### src/rtl/mmu_pkg.sv
// Shared MMU types for the L2 TLB request path.
//   PTE_T            : leaf page-table entry as returned by the walker
//   tlb_info_t       : requester tag {source, idx} echoed with every response
//   tlb_req_entry_t  : one miss-queue entry {addr, info}
//   SRC_*            : encodings of tlb_info_t.source
package mmu_pkg;

  localparam int MMU_VADDR_SIZE = 39;
  localparam int MMU_IDX_WIDTH  = 5;
  localparam int PTE_WIDTH      = 64;

  typedef logic [PTE_WIDTH-1:0] PTE_T;

  localparam logic [1:0] SRC_IFETCH = 2'b00;
  localparam logic [1:0] SRC_LOAD   = 2'b01;
  localparam logic [1:0] SRC_STORE  = 2'b10;
  localparam logic [1:0] SRC_AMO    = 2'b11;

  typedef struct packed {
    logic [1:0]               source;
    logic [MMU_IDX_WIDTH-1:0] idx;
  } tlb_info_t;

  typedef struct packed {
    logic [MMU_VADDR_SIZE-1:0] addr;
    tlb_info_t                 info;
  } tlb_req_entry_t;

  function automatic tlb_req_entry_t make_entry(
    input logic [MMU_VADDR_SIZE-1:0] addr,
    input logic [1:0]                source,
    input logic [MMU_IDX_WIDTH-1:0]  idx
  );
    tlb_req_entry_t e;
    e.addr        = addr;
    e.info.source = source;
    e.info.idx    = idx;
    return e;
  endfunction

endpackage

### src/rtl/l2_tlb_miss_fifo.sv
// In-order circular miss queue with head/tail pointers and an occupancy count.
//   clk, rst           : clock, async active-high reset
//   push_i/push_data_i : write an entry at the tail (caller guarantees !full_o)
//   pop_i              : retire the head entry
//   flush_i            : discard queued entries
//   flush_keep_head_i  : on flush, keep the head entry (it is being walked)
//   full_o, empty_o    : occupancy flags for the current cycle
//   head_data_o        : entry at the head pointer
module l2_tlb_miss_fifo #(
  parameter int DEPTH = 4,
  parameter int WIDTH = 8
) (
  input  logic             clk,
  input  logic             rst,
  input  logic             push_i,
  input  logic [WIDTH-1:0] push_data_i,
  input  logic             pop_i,
  input  logic             flush_i,
  input  logic             flush_keep_head_i,
  output logic             full_o,
  output logic             empty_o,
  output logic [WIDTH-1:0] head_data_o
);

  localparam int PTR_W = $clog2(DEPTH);
  localparam int CNT_W = PTR_W + 1;

  logic [WIDTH-1:0] mem_q [DEPTH];
  logic [PTR_W-1:0] head_q, head_d;
  logic [PTR_W-1:0] tail_q, tail_d;
  logic [CNT_W-1:0] count_q, count_d;

  assign full_o      = (count_q == CNT_W'(DEPTH));
  assign empty_o     = (count_q == '0);
  assign head_data_o = mem_q[head_q];

  // Payload storage needs no reset: the count qualifies every read.
  always_ff @(posedge clk) begin
    if (push_i) mem_q[tail_q] <= push_data_i;
  end

  // A flush leaves at most the in-flight head entry. If that entry is popped
  // in the same cycle the queue ends empty with tail == new head.
  always_comb begin
    head_d = head_q + PTR_W'(pop_i);
    if (flush_i) begin
      tail_d  = head_q + PTR_W'(flush_keep_head_i);
      count_d = (flush_keep_head_i && !pop_i) ? CNT_W'(1) : '0;
    end else begin
      tail_d  = tail_q + PTR_W'(push_i);
      count_d = count_q + CNT_W'(push_i) - CNT_W'(pop_i);
    end
  end

  always_ff @(posedge clk or posedge rst) begin
    if (rst) begin
      head_q  <= '0;
      tail_q  <= '0;
      count_q <= '0;
    end else begin
      head_q  <= head_d;
      tail_q  <= tail_d;
      count_q <= count_d;
    end
  end

endmodule

### src/rtl/l2_tlb_req_queue.sv
// L2 TLB request responder: buffers first-level TLB misses, serializes them
// onto one page-table-walker port and returns one registered response per
// request. Requests arriving to a full queue get an error response.
//   clk, rst, flush                       : clock, async reset, discard all
//   req, req_addr, req_source, req_idx    : miss request pulse and payload
//   walk_req, walk_vaddr, walk_ready      : walker request handshake
//   walk_resp_valid, walk_entry, walk_wpn,
//   walk_error, walk_exception            : walker result (one cycle)
//   dataValid, info_o_source, info_o_idx,
//   entry, wpn, waddr, error, exception   : registered response
//
// state | meaning
// IDLE  | offering the queue head to the walker
// WALK  | head accepted by walker, waiting for its result
module l2_tlb_req_queue
  import mmu_pkg::*;
#(
  parameter int VADDR_SIZE = MMU_VADDR_SIZE,
  parameter int TLB_OFFSET = 12,
  parameter int IDX_WIDTH  = MMU_IDX_WIDTH,
  parameter int WPN_WIDTH  = 2,
  parameter int DEPTH      = 4
) (
  input  logic                  clk,
  input  logic                  rst,
  input  logic                  flush,
  input  logic                  req,
  input  logic [VADDR_SIZE-1:0] req_addr,
  input  logic [1:0]            req_source,
  input  logic [IDX_WIDTH-1:0]  req_idx,
  output logic                  walk_req,
  output logic [VADDR_SIZE-1:0] walk_vaddr,
  input  logic                  walk_ready,
  input  logic                  walk_resp_valid,
  input  PTE_T                  walk_entry,
  input  logic [WPN_WIDTH-1:0]  walk_wpn,
  input  logic                  walk_error,
  input  logic                  walk_exception,
  output logic                  dataValid,
  output logic [1:0]            info_o_source,
  output logic [IDX_WIDTH-1:0]  info_o_idx,
  output PTE_T                  entry,
  output logic [WPN_WIDTH-1:0]  wpn,
  output logic [VADDR_SIZE-1:0] waddr,
  output logic                  error,
  output logic                  exception
);

  // Queue entries use the package struct, so the widths must agree with it.
  if (VADDR_SIZE != MMU_VADDR_SIZE || IDX_WIDTH != MMU_IDX_WIDTH) begin : g_bad_width
    $error("l2_tlb_req_queue: VADDR_SIZE/IDX_WIDTH must match mmu_pkg");
  end
  if (DEPTH < 2 || (DEPTH & (DEPTH - 1)) != 0) begin : g_bad_depth
    $error("l2_tlb_req_queue: DEPTH must be a power of two >= 2");
  end
  if (TLB_OFFSET >= VADDR_SIZE) begin : g_bad_offset
    $error("l2_tlb_req_queue: TLB_OFFSET must be below VADDR_SIZE");
  end

  localparam int ENTRY_W = $bits(tlb_req_entry_t);

  localparam logic [0:0] ST_IDLE = 1'b0;
  localparam logic [0:0] ST_WALK = 1'b1;

  logic [0:0]     state_q, state_d;
  logic           killed_q, killed_d;
  logic           rej_v_q, rej_v_d;
  tlb_req_entry_t rej_q, rej_d;

  logic                 rsp_valid_q, rsp_valid_d;
  tlb_info_t            rsp_info_q, rsp_info_d;
  PTE_T                 rsp_entry_q, rsp_entry_d;
  logic [WPN_WIDTH-1:0] rsp_wpn_q, rsp_wpn_d;
  logic [VADDR_SIZE-1:0] rsp_addr_q, rsp_addr_d;
  logic                 rsp_error_q, rsp_error_d;
  logic                 rsp_exc_q, rsp_exc_d;

  logic           fifo_full, fifo_empty;
  tlb_req_entry_t head_entry, new_entry, rej_src;
  logic           in_walk, push, refuse, walk_done;

  assign in_walk   = (state_q == ST_WALK);
  assign push      = req && !flush && !fifo_full;
  assign refuse    = req && !flush && fifo_full;
  // Results arriving while IDLE (e.g. after a reset mid-walk) are ignored.
  assign walk_done = in_walk && walk_resp_valid;
  assign new_entry = make_entry(req_addr, req_source, req_idx);

  assign walk_req   = !in_walk && !fifo_empty && !flush;
  assign walk_vaddr = walk_req ? head_entry.addr : '0;

  l2_tlb_miss_fifo #(
    .DEPTH (DEPTH),
    .WIDTH (ENTRY_W)
  ) u_fifo (
    .clk               (clk),
    .rst               (rst),
    .push_i            (push),
    .push_data_i       (new_entry),
    .pop_i             (walk_done),
    .flush_i           (flush),
    .flush_keep_head_i (in_walk),
    .full_o            (fifo_full),
    .empty_o           (fifo_empty),
    .head_data_o       (head_entry)
  );

  always_comb begin
    state_d = state_q;
    case (state_q)
      ST_IDLE: if (walk_req && walk_ready) state_d = ST_WALK;
      ST_WALK: if (walk_resp_valid)        state_d = ST_IDLE;
      default: state_d = ST_IDLE;
    endcase
  end

  // A walk in flight at flush time still has to be consumed; killed marks
  // that its result must not be reported.
  always_comb begin
    killed_d = killed_q;
    if (walk_done)              killed_d = 1'b0;
    else if (flush && in_walk)  killed_d = 1'b1;
  end

  // Walk results win the response port. A refusal that collides with one is
  // parked in rej_q for the next cycle; otherwise it is answered directly.
  // A flush discards any response for the cycle along with a parked refusal.
  always_comb begin
    rsp_valid_d = 1'b0;
    rsp_info_d  = rsp_info_q;
    rsp_entry_d = rsp_entry_q;
    rsp_wpn_d   = rsp_wpn_q;
    rsp_addr_d  = rsp_addr_q;
    rsp_error_d = rsp_error_q;
    rsp_exc_d   = rsp_exc_q;
    rej_v_d     = rej_v_q;
    rej_d       = rej_q;
    rej_src     = rej_v_q ? rej_q : new_entry;

    if (walk_done) begin
      if (!killed_q && !flush) begin
        rsp_valid_d = 1'b1;
        rsp_info_d  = head_entry.info;
        rsp_addr_d  = head_entry.addr;
        rsp_entry_d = walk_entry;
        rsp_wpn_d   = walk_wpn;
        rsp_error_d = walk_error;
        rsp_exc_d   = walk_exception;
      end
      if (refuse) begin
        rej_v_d = 1'b1;
        rej_d   = new_entry;
      end
    end else if (!flush && (rej_v_q || refuse)) begin
      rsp_valid_d = 1'b1;
      rsp_info_d  = rej_src.info;
      rsp_addr_d  = rej_src.addr;
      rsp_entry_d = '0;
      rsp_wpn_d   = '0;
      rsp_error_d = 1'b1;
      rsp_exc_d   = 1'b0;
      rej_v_d     = rej_v_q && refuse;
      rej_d       = new_entry;
    end

    if (flush) rej_v_d = 1'b0;
  end

  always_ff @(posedge clk or posedge rst) begin
    if (rst) begin
      state_q     <= ST_IDLE;
      killed_q    <= 1'b0;
      rej_v_q     <= 1'b0;
      rej_q       <= '0;
      rsp_valid_q <= 1'b0;
      rsp_info_q  <= '0;
      rsp_entry_q <= '0;
      rsp_wpn_q   <= '0;
      rsp_addr_q  <= '0;
      rsp_error_q <= 1'b0;
      rsp_exc_q   <= 1'b0;
    end else begin
      state_q     <= state_d;
      killed_q    <= killed_d;
      rej_v_q     <= rej_v_d;
      rej_q       <= rej_d;
      rsp_valid_q <= rsp_valid_d;
      rsp_info_q  <= rsp_info_d;
      rsp_entry_q <= rsp_entry_d;
      rsp_wpn_q   <= rsp_wpn_d;
      rsp_addr_q  <= rsp_addr_d;
      rsp_error_q <= rsp_error_d;
      rsp_exc_q   <= rsp_exc_d;
    end
  end

  // A parked refusal only exists after a walk pop freed a slot, and the
  // walker cannot pop twice in a row, so a second refusal cannot collide.
  assert property (@(posedge clk) disable iff (rst) !(refuse && rej_v_q && walk_done));

  assign dataValid     = rsp_valid_q;
  assign info_o_source = rsp_info_q.source;
  assign info_o_idx    = rsp_info_q.idx;
  assign entry         = rsp_entry_q;
  assign wpn           = rsp_wpn_q;
  assign waddr         = rsp_addr_q;
  assign error         = rsp_error_q;
  assign exception     = rsp_exc_q;

endmodule

### config.mk
export PLATFORM = sky130hd
export DESIGN_NAME = l2_tlb_req_queue
export DESIGN_NICKNAME = d
export VERILOG_FILES = /design/src/rtl/mmu_pkg.sv /design/src/rtl/l2_tlb_miss_fifo.sv /design/src/rtl/l2_tlb_req_queue.sv
export SDC_FILE = /design/constraint.sdc
export NUM_CORES = 1
export LEC_CHECK = 0
export ABC_AREA = 1
export CORE_UTILIZATION = 48
export CTS_CLUSTER_DIAMETER = 120
export DETAILED_ROUTE_END_ITERATION = 12
export GPL_TIMING_DRIVEN = 0
export PLACE_DENSITY = 0.84
export SYNTH_ARGS = -nofsm -noshare
export SYNTH_HDL_FRONTEND = slang
export SYNTH_SLANG_ARGS = --single-unit
### constraint.sdc
create_clock -name clk -period 4.64 [get_ports clk]
set_input_delay 0.464 -clock clk [delete_from_list [all_inputs] [get_ports clk]]
set_output_delay 0.464 -clock clk [all_outputs]
set_load 0.01 [all_outputs]
Yosys cells after proc, flatten, opt, wreduce, memory -nomap -nowiden. Memory sizes are Yosys's and may differ from the RTL's. Cells that the tools add are included.

Register bits: 171. Latch bits: 0. RAM bits: 184. ROM bits: 0. Word-level logic and storage cells: 94. Memories: 1.

$add $sub $neg: 5. Multiply operators: 0. Divide/modulo/power cells: 0. Magnitude comparators: 0. Eq/ne operators: 4. Shifts and indexed selects: 0. Muxes and demuxes: 40. Bitwise logic cells: 1. Reductions and logical operators: 26.

Memories: u_fifo.mem_q (words 4, bits a word 46, rd ports 1, clocked after Yosys merged registers in 0, wr ports 1, RTL line l2_tlb_miss_fifo.sv:28) `logic [WIDTH-1:0] mem_q [DEPTH];`.

Operators with widths (count): two-way mux 64 bit (3); two-way mux 46 bit (4); two-way mux 39 bit (4); two-way mux 7 bit (3); two-way mux 1 bit (20); logical AND 1 bit (12); two-way mux 2 bit (4); adder 2 x 1 -> 2 bit (3); zero test 1 bit (6); AND reduction 2 bit (3); != test 2 bit (second input constant) (2); nonzero test 2 bit (2); adder 3 x 1 -> 3 bit (1); equality test 3 bit (second input constant) (1); zero test 3 bit (1); two-way mux 3 bit (1); != test 3 bit (second input constant) (1); nonzero test 3 bit (1); subtractor 3 x 1 -> 3 bit (1); case mux 1 bit (2 select lines) (1); logical OR 1 bit (1); inverter 1 bit (1).

Logic depth before layout (Yosys ltp).
Depth after elaboration: 8. Gate-level depth with buffers: 11. Gate-level depth less buffers: 9.

Modules after synthesis. From an unflattened synthesis, not the netlist that was laid out.

Cell total of the unflattened synthesis: 1687. Area, all modules: 15538.7 um^2.

Modules (own cells, without submodules): l2_tlb_req_queue (times used 1, cells an instance 1103, area an instance 7931.4 um^2, sequential area each 4103.9 um^2); l2_tlb_miss_fifo (times used 1, cells an instance 584, area an instance 7607.3 um^2, sequential area each 5700.5 um^2).

Least setup slack after synthesis. OpenSTA, ideal clock, no wires.

Path type: input port to flip-flop. From: in flush. To: mem u_fifo.mem_q[0][0] (netlist bit), enable pin. Setup time: 0.507 ns. Arrival: 3.950 ns. Required time: 4.133 ns. Setup slack: 0.184 ns. Stages on the path: 4. Buffers on the path: 1. Cell sequence: buf_6 nor2_4 nand2_1 nor3_1.

Longest elaborated chain between the ends: 5.

RTL lines: start, declared (RTL line l2_tlb_req_queue.sv:26) `input logic flush,`; zero test 1 bit (RTL line l2_tlb_req_queue.sv:83) `assign push = req && !flush && !fifo_full;`; logical AND 1 bit (2 in a row) (RTL line l2_tlb_req_queue.sv:83); two-way mux 1 bit (RTL line l2_tlb_miss_fifo.sv:39) `if (push_i) mem_q[tail_q] <= push_data_i;`; two-way mux 1 bit (implied by the code) (RTL line l2_tlb_miss_fifo.sv:39); end, declared (RTL line l2_tlb_miss_fifo.sv:28).

No other way between the ends.

Worst setup path after layout.
From: reg u_fifo.head_q[0]. To: out walk_vaddr[37].

Longest elaborated chain between the ends: 2.

RTL lines: start, declared (RTL line l2_tlb_miss_fifo.sv:29) `logic [PTR_W-1:0] head_q, head_d;`; start signal, assigned (RTL line l2_tlb_miss_fifo.sv:57) `head_q <= '0;`; start signal, assigned (RTL line l2_tlb_miss_fifo.sv:61) `head_q <= head_d;`; memory (4 x 46 bit); two-way mux 39 bit (RTL line l2_tlb_req_queue.sv:90) `assign walk_vaddr = walk_req ? head_entry.addr : '0;`; end, declared (RTL line l2_tlb_req_queue.sv:32) `output logic [VADDR_SIZE-1:0] walk_vaddr,`.

No other way between the ends.

==> flow_results.org <==
** Run status
- Run status :: finished clean

** Cells and area
- The count of cells in the finished layout, fillers not included, comes to between 2000 and 2500.
- Proportion of layout cells with a drive suffix above 1 :: 10.1%
- Summing all flip-flop and latch instances after layout gives about 0.0098 mm^2.
- For this run, the post-layout net count is between 2000 and 2500.
- Multi-input combinational cell area :: about 0.0050 mm^2
- Relative area change from synthesis to final layout :: 31.1%
- The library cell used most frequently in the layout, excluding fill and tap cells, is sky130_fd_sc_hd__nand2_1.
- Fill cells in the final layout number 2402.
- Diode insertion count for antenna repair :: 0
- Once layout is complete, the utilization of the core stands at around 64%.
- Most frequent cells in the layout :: sky130_fd_sc_hd__nand2_1 (534), sky130_fd_sc_hd__nand3_1 (299), sky130_fd_sc_hd__clkdlybuf4s50_1 (273)

** Logic synthesis
- Total number of yosys warnings :: 0
- Yosys mapped the design onto 28 distinct sky130hd cell types.
- Dividing the synthesized area by the synthesized cell count gives 9.88 um^2.
- After synthesis, flip-flops and latches occupy about 64% of the total area.
- Syn Std Cell Area :: 0.0154 mm^2
- #FFs+latches synth :: approximately 360
- Post-synthesis instance total :: approximately 1600
- Nets in the synthesized netlist :: ~1700

** Setup path
- Cell count of the worst reg-to-reg path :: 11
- WP data arrival :: 2.82 ns
- The endpoint identified for the worst register-to-register timing path is u_fifo.count_q[2].
- In this design, the largest share of critical-path delay is due to buffers and inverters.
- CP peak stage delay :: roughly 0.62 ns
- Data required time of the critical path :: 4.18 ns
- Of all nets on the critical path, the largest fanout is 10.
- The worst setup path is captured at an output pin.
- The critical path goes through inv_1, buf_2, buf_2, nand2_1, nand3_1, nand2_1, nor2_1, clkdlybuf4s50_1.
- Nature of the critical path startpoint :: flip-flop
- Across all register-to-register paths, the minimum setup slack is 2.10 ns.
- On the critical path, the stage with the largest delay is an instance of sky130_fd_sc_hd__clkdlybuf4s50_1.
- WP buf/inv :: 4
- The critical path is of the flip-flop to output pin type.
- Reg2reg start :: in_walk

** Floorplanning
- The floorplan has 65 rows.
- Width of the die :: 181 um
- Pin placement for this block handled approximately 280 I/O pins.
- The die covers between 0.03 and 0.04 mm^2.
- Core box area :: roughly 0.032 mm^2
- The die is between 150 and 200 um tall.
- Effective utilization at floorplan :: about half

** Clock network
- CTS built an H-tree with a depth of 2.
- Number of cells upsized or downsized after cts :: 0
- Clock insertion delay at the later pin of the skew report :: about 0.54 ns
- TritonCTS built the clock tree.
- The number of hold buffers added after CTS was 0.
- Post-CTS timing repair inserted 0 buffers for setup.
- CTS Root Buffer Type :: sky130_fd_sc_hd__clkbuf_16
- The clock net in this run drives a total of 355 sinks.
- The number of clock buffers added by TritonCTS is 38.
- No sink is reached through more buffers than the 3 on the longest clock path.
- Reg clk slew, reported paths :: ~0.060 ns

** STA
- For the final database, setup skew stands at ~0.020 ns.
- Across all hold checks on the routed design, the worst slack comes to approximately 0.15 ns.
- Final hold violation count :: 0
- Number of setup violations in the final report :: 0
- The number of pins exceeding their max-slew limit in the final report came to 0.
- Unrepaired setup endpoints after global routing :: no
- Min cycle time layout :: ~3.3 ns
- In this run the tightest slew margin relative to its limit is ~37%.
- Static timing analysis puts the maximum clock frequency at slightly above 300 MHz.
- Worst-margin pin slew :: approximately 0.94 ns
- Summed over all failing endpoints, the final setup total negative slack is 0 ns.
- Final worst path period share :: 70.7%

** Power
- Summed over all cells, the static leakage comes to 8.76 nW.
- Pwr dens :: between 500 and 600 mW/mm^2
- IR analysis of the VDD net gives a maximum drop of ~0.00032 V.

** Routing
- Once detail routing completed, the nets flagged for antenna violations numbered 0.
- Using the TritonRoute via totals, the vias-per-cell ratio works out to a little under 6.
- Routed wirelength normalized by instance count :: between 20 and 25 um
- Detailed routing inserted a total of 13425 vias.
- The first routing iteration left approximately 1600 violations.
- For this run, design rule violations remaining after detail routing come to 0.
- First-pass iteration count of the detailed router :: 6
- WL final :: ~48 mm

** Placement
- Buffers placed on the I/O ports in this run total ~270.
- Last weighted congestion value of the routability-driven placer :: 0.880
- Placed Cells :: approximately 2300
- DPL Wire Length :: 33.8 mm

** Global route
- First-pass GRT wire length :: 73.2 mm
- GRT Residual Overflow :: 0
- Global router's overall resource usage :: between 20% and 30%
- The number of antenna violations at the first check in global routing is 1.
- Largest net degree at the start of global routing :: between 40 and 50
- Number of global-route vias before repair :: roughly 13000

** Worst hold path
- Hold Path Origin :: flush
- The path with the worst hold slack has its endpoint at u_fifo.count_q[1].
- Along the worst hold path, the cell count comes to 2.
- The worst hold path belongs to the class primary input to flip-flop.

** Run
- Max-cap violations in this run came to 0.
==> how the worst max path moves through the flow <==
| stage | slack (ns) | endpoint | start | cells past startpoint |
|---|---|---|---|---|
| final | 1.36 | walk_vaddr[37] | u_fifo.head_q[0] | 8 |
| after global routing | 1.32 | walk_vaddr[8] | u_fifo.count_q[1] | 6 |
| after CTS | 1.42 | walk_vaddr[37] | u_fifo.head_q[0] | 8 |
| after detailed placement | 1.55 | u_fifo.count_q[2] | walk_resp_valid | 12 |
| after global placement | -2.63 | u_fifo.mem_q[2][18] | req | 5 |
| after floorplan | 0.18 | u_fifo.mem_q[0][0] | flush | 4 |
==> registers in the layout (all words and copies together) (netlist names) <==
register	cells
killed_q	1
u_fifo.mem_q	184
u_fifo.count_q	3
info_o_idx	5
info_o_source	2
rej_v_q	1
u_fifo.tail_q	2
u_fifo.head_q	2
exception	1
error	1
dataValid	1
entry	64
in_walk	1
rej_q	46
wpn	2
waddr	39
==> logic make-up (layout without fill, tap and decap cells) <==
group                    after synthesis  in the layout  synth area share (%)
flip-flops                           355            355                  63.6
adder cells (fa/ha/maj)                5              5                 0.455
AND/OR/NAND/NOR                     1006           1006                  29.1
AO/OA/AOI/OAI                         51             51                  2.40
buffers and inverters                138            503                  4.17
XOR/XNOR                               5              5                 0.284
==> stage by stage <==
step,setup slack (ns),cell area [um^2],total power [mW]
2_1_floorplan,0.184,15400,6.71
3_3_place_gp,-2.63,18700,8.60
3_5_place_dp,1.55,19000,8.78
4_1_cts,1.42,20200,11.8
5_1_grt,1.32,20200,12.4
6_report,1.36,20200,11.8
==> metal layers <==
metal | share of wire, % | track usage, %
met2 | 48 | 46.5
met4 | 4.7 | 15.1
met5 | 0.027 | 0
met1 | 38 | 37.3
met3 | 9.5 | 5.56
==> area by class of cell <==
| cell class | instances | share of cell area, % |
|---|---|---|
| sequential | 355 | 48.5 |
| multi-input combinational | 1067 | 24.7 |
| timing repair buffer | 295 | 15.0 |
| clock buffer | 50 | 5.13 |
| buffer | 119 | 2.83 |
| tap | 402 | 2.49 |
| clock inverter | 20 | 0.966 |
| inverter | 19 | 0.372 |
==> Yosys cell counts (all sizes together) <==
| library cell | instances | area [um^2] |
|---|---|---|
| nand2 | 540 | 2050 |
| nand3 | 301 | 1520 |
| edfxtp | 184 | 5530 |
| dfrtp | 171 | 4280 |
| buf | 76 | 410 |
| nand4 | 67 | 419 |
| nor2 | 47 | 184 |
| or2 | 47 | 294 |
| o211ai | 46 | 345 |
| clkbuf | 43 | 161 |
| inv | 18 | 67.6 |
| ha | 4 | 50.1 |
| nor3 | 4 | 20.0 |
| o21ai | 3 | 15.0 |
| xor2 | 3 | 26.3 |
| a21oi | 2 | 10.0 |
| xnor2 | 2 | 17.5 |
| clkinv | 1 | 3.75 |
| fa | 1 | 20.0 |
==> power breakdown <==
group | internal (mW) | switching [mW] | total (mW)
logic | 1.80 | 2.52 | 4.32
registers | 4.09 | 0.412 | 4.50
clock network | 1.75 | 1.26 | 3.01
total | 7.64 | 4.19 | 11.8
Note: power is estimated with default switching activity, not from simulation.
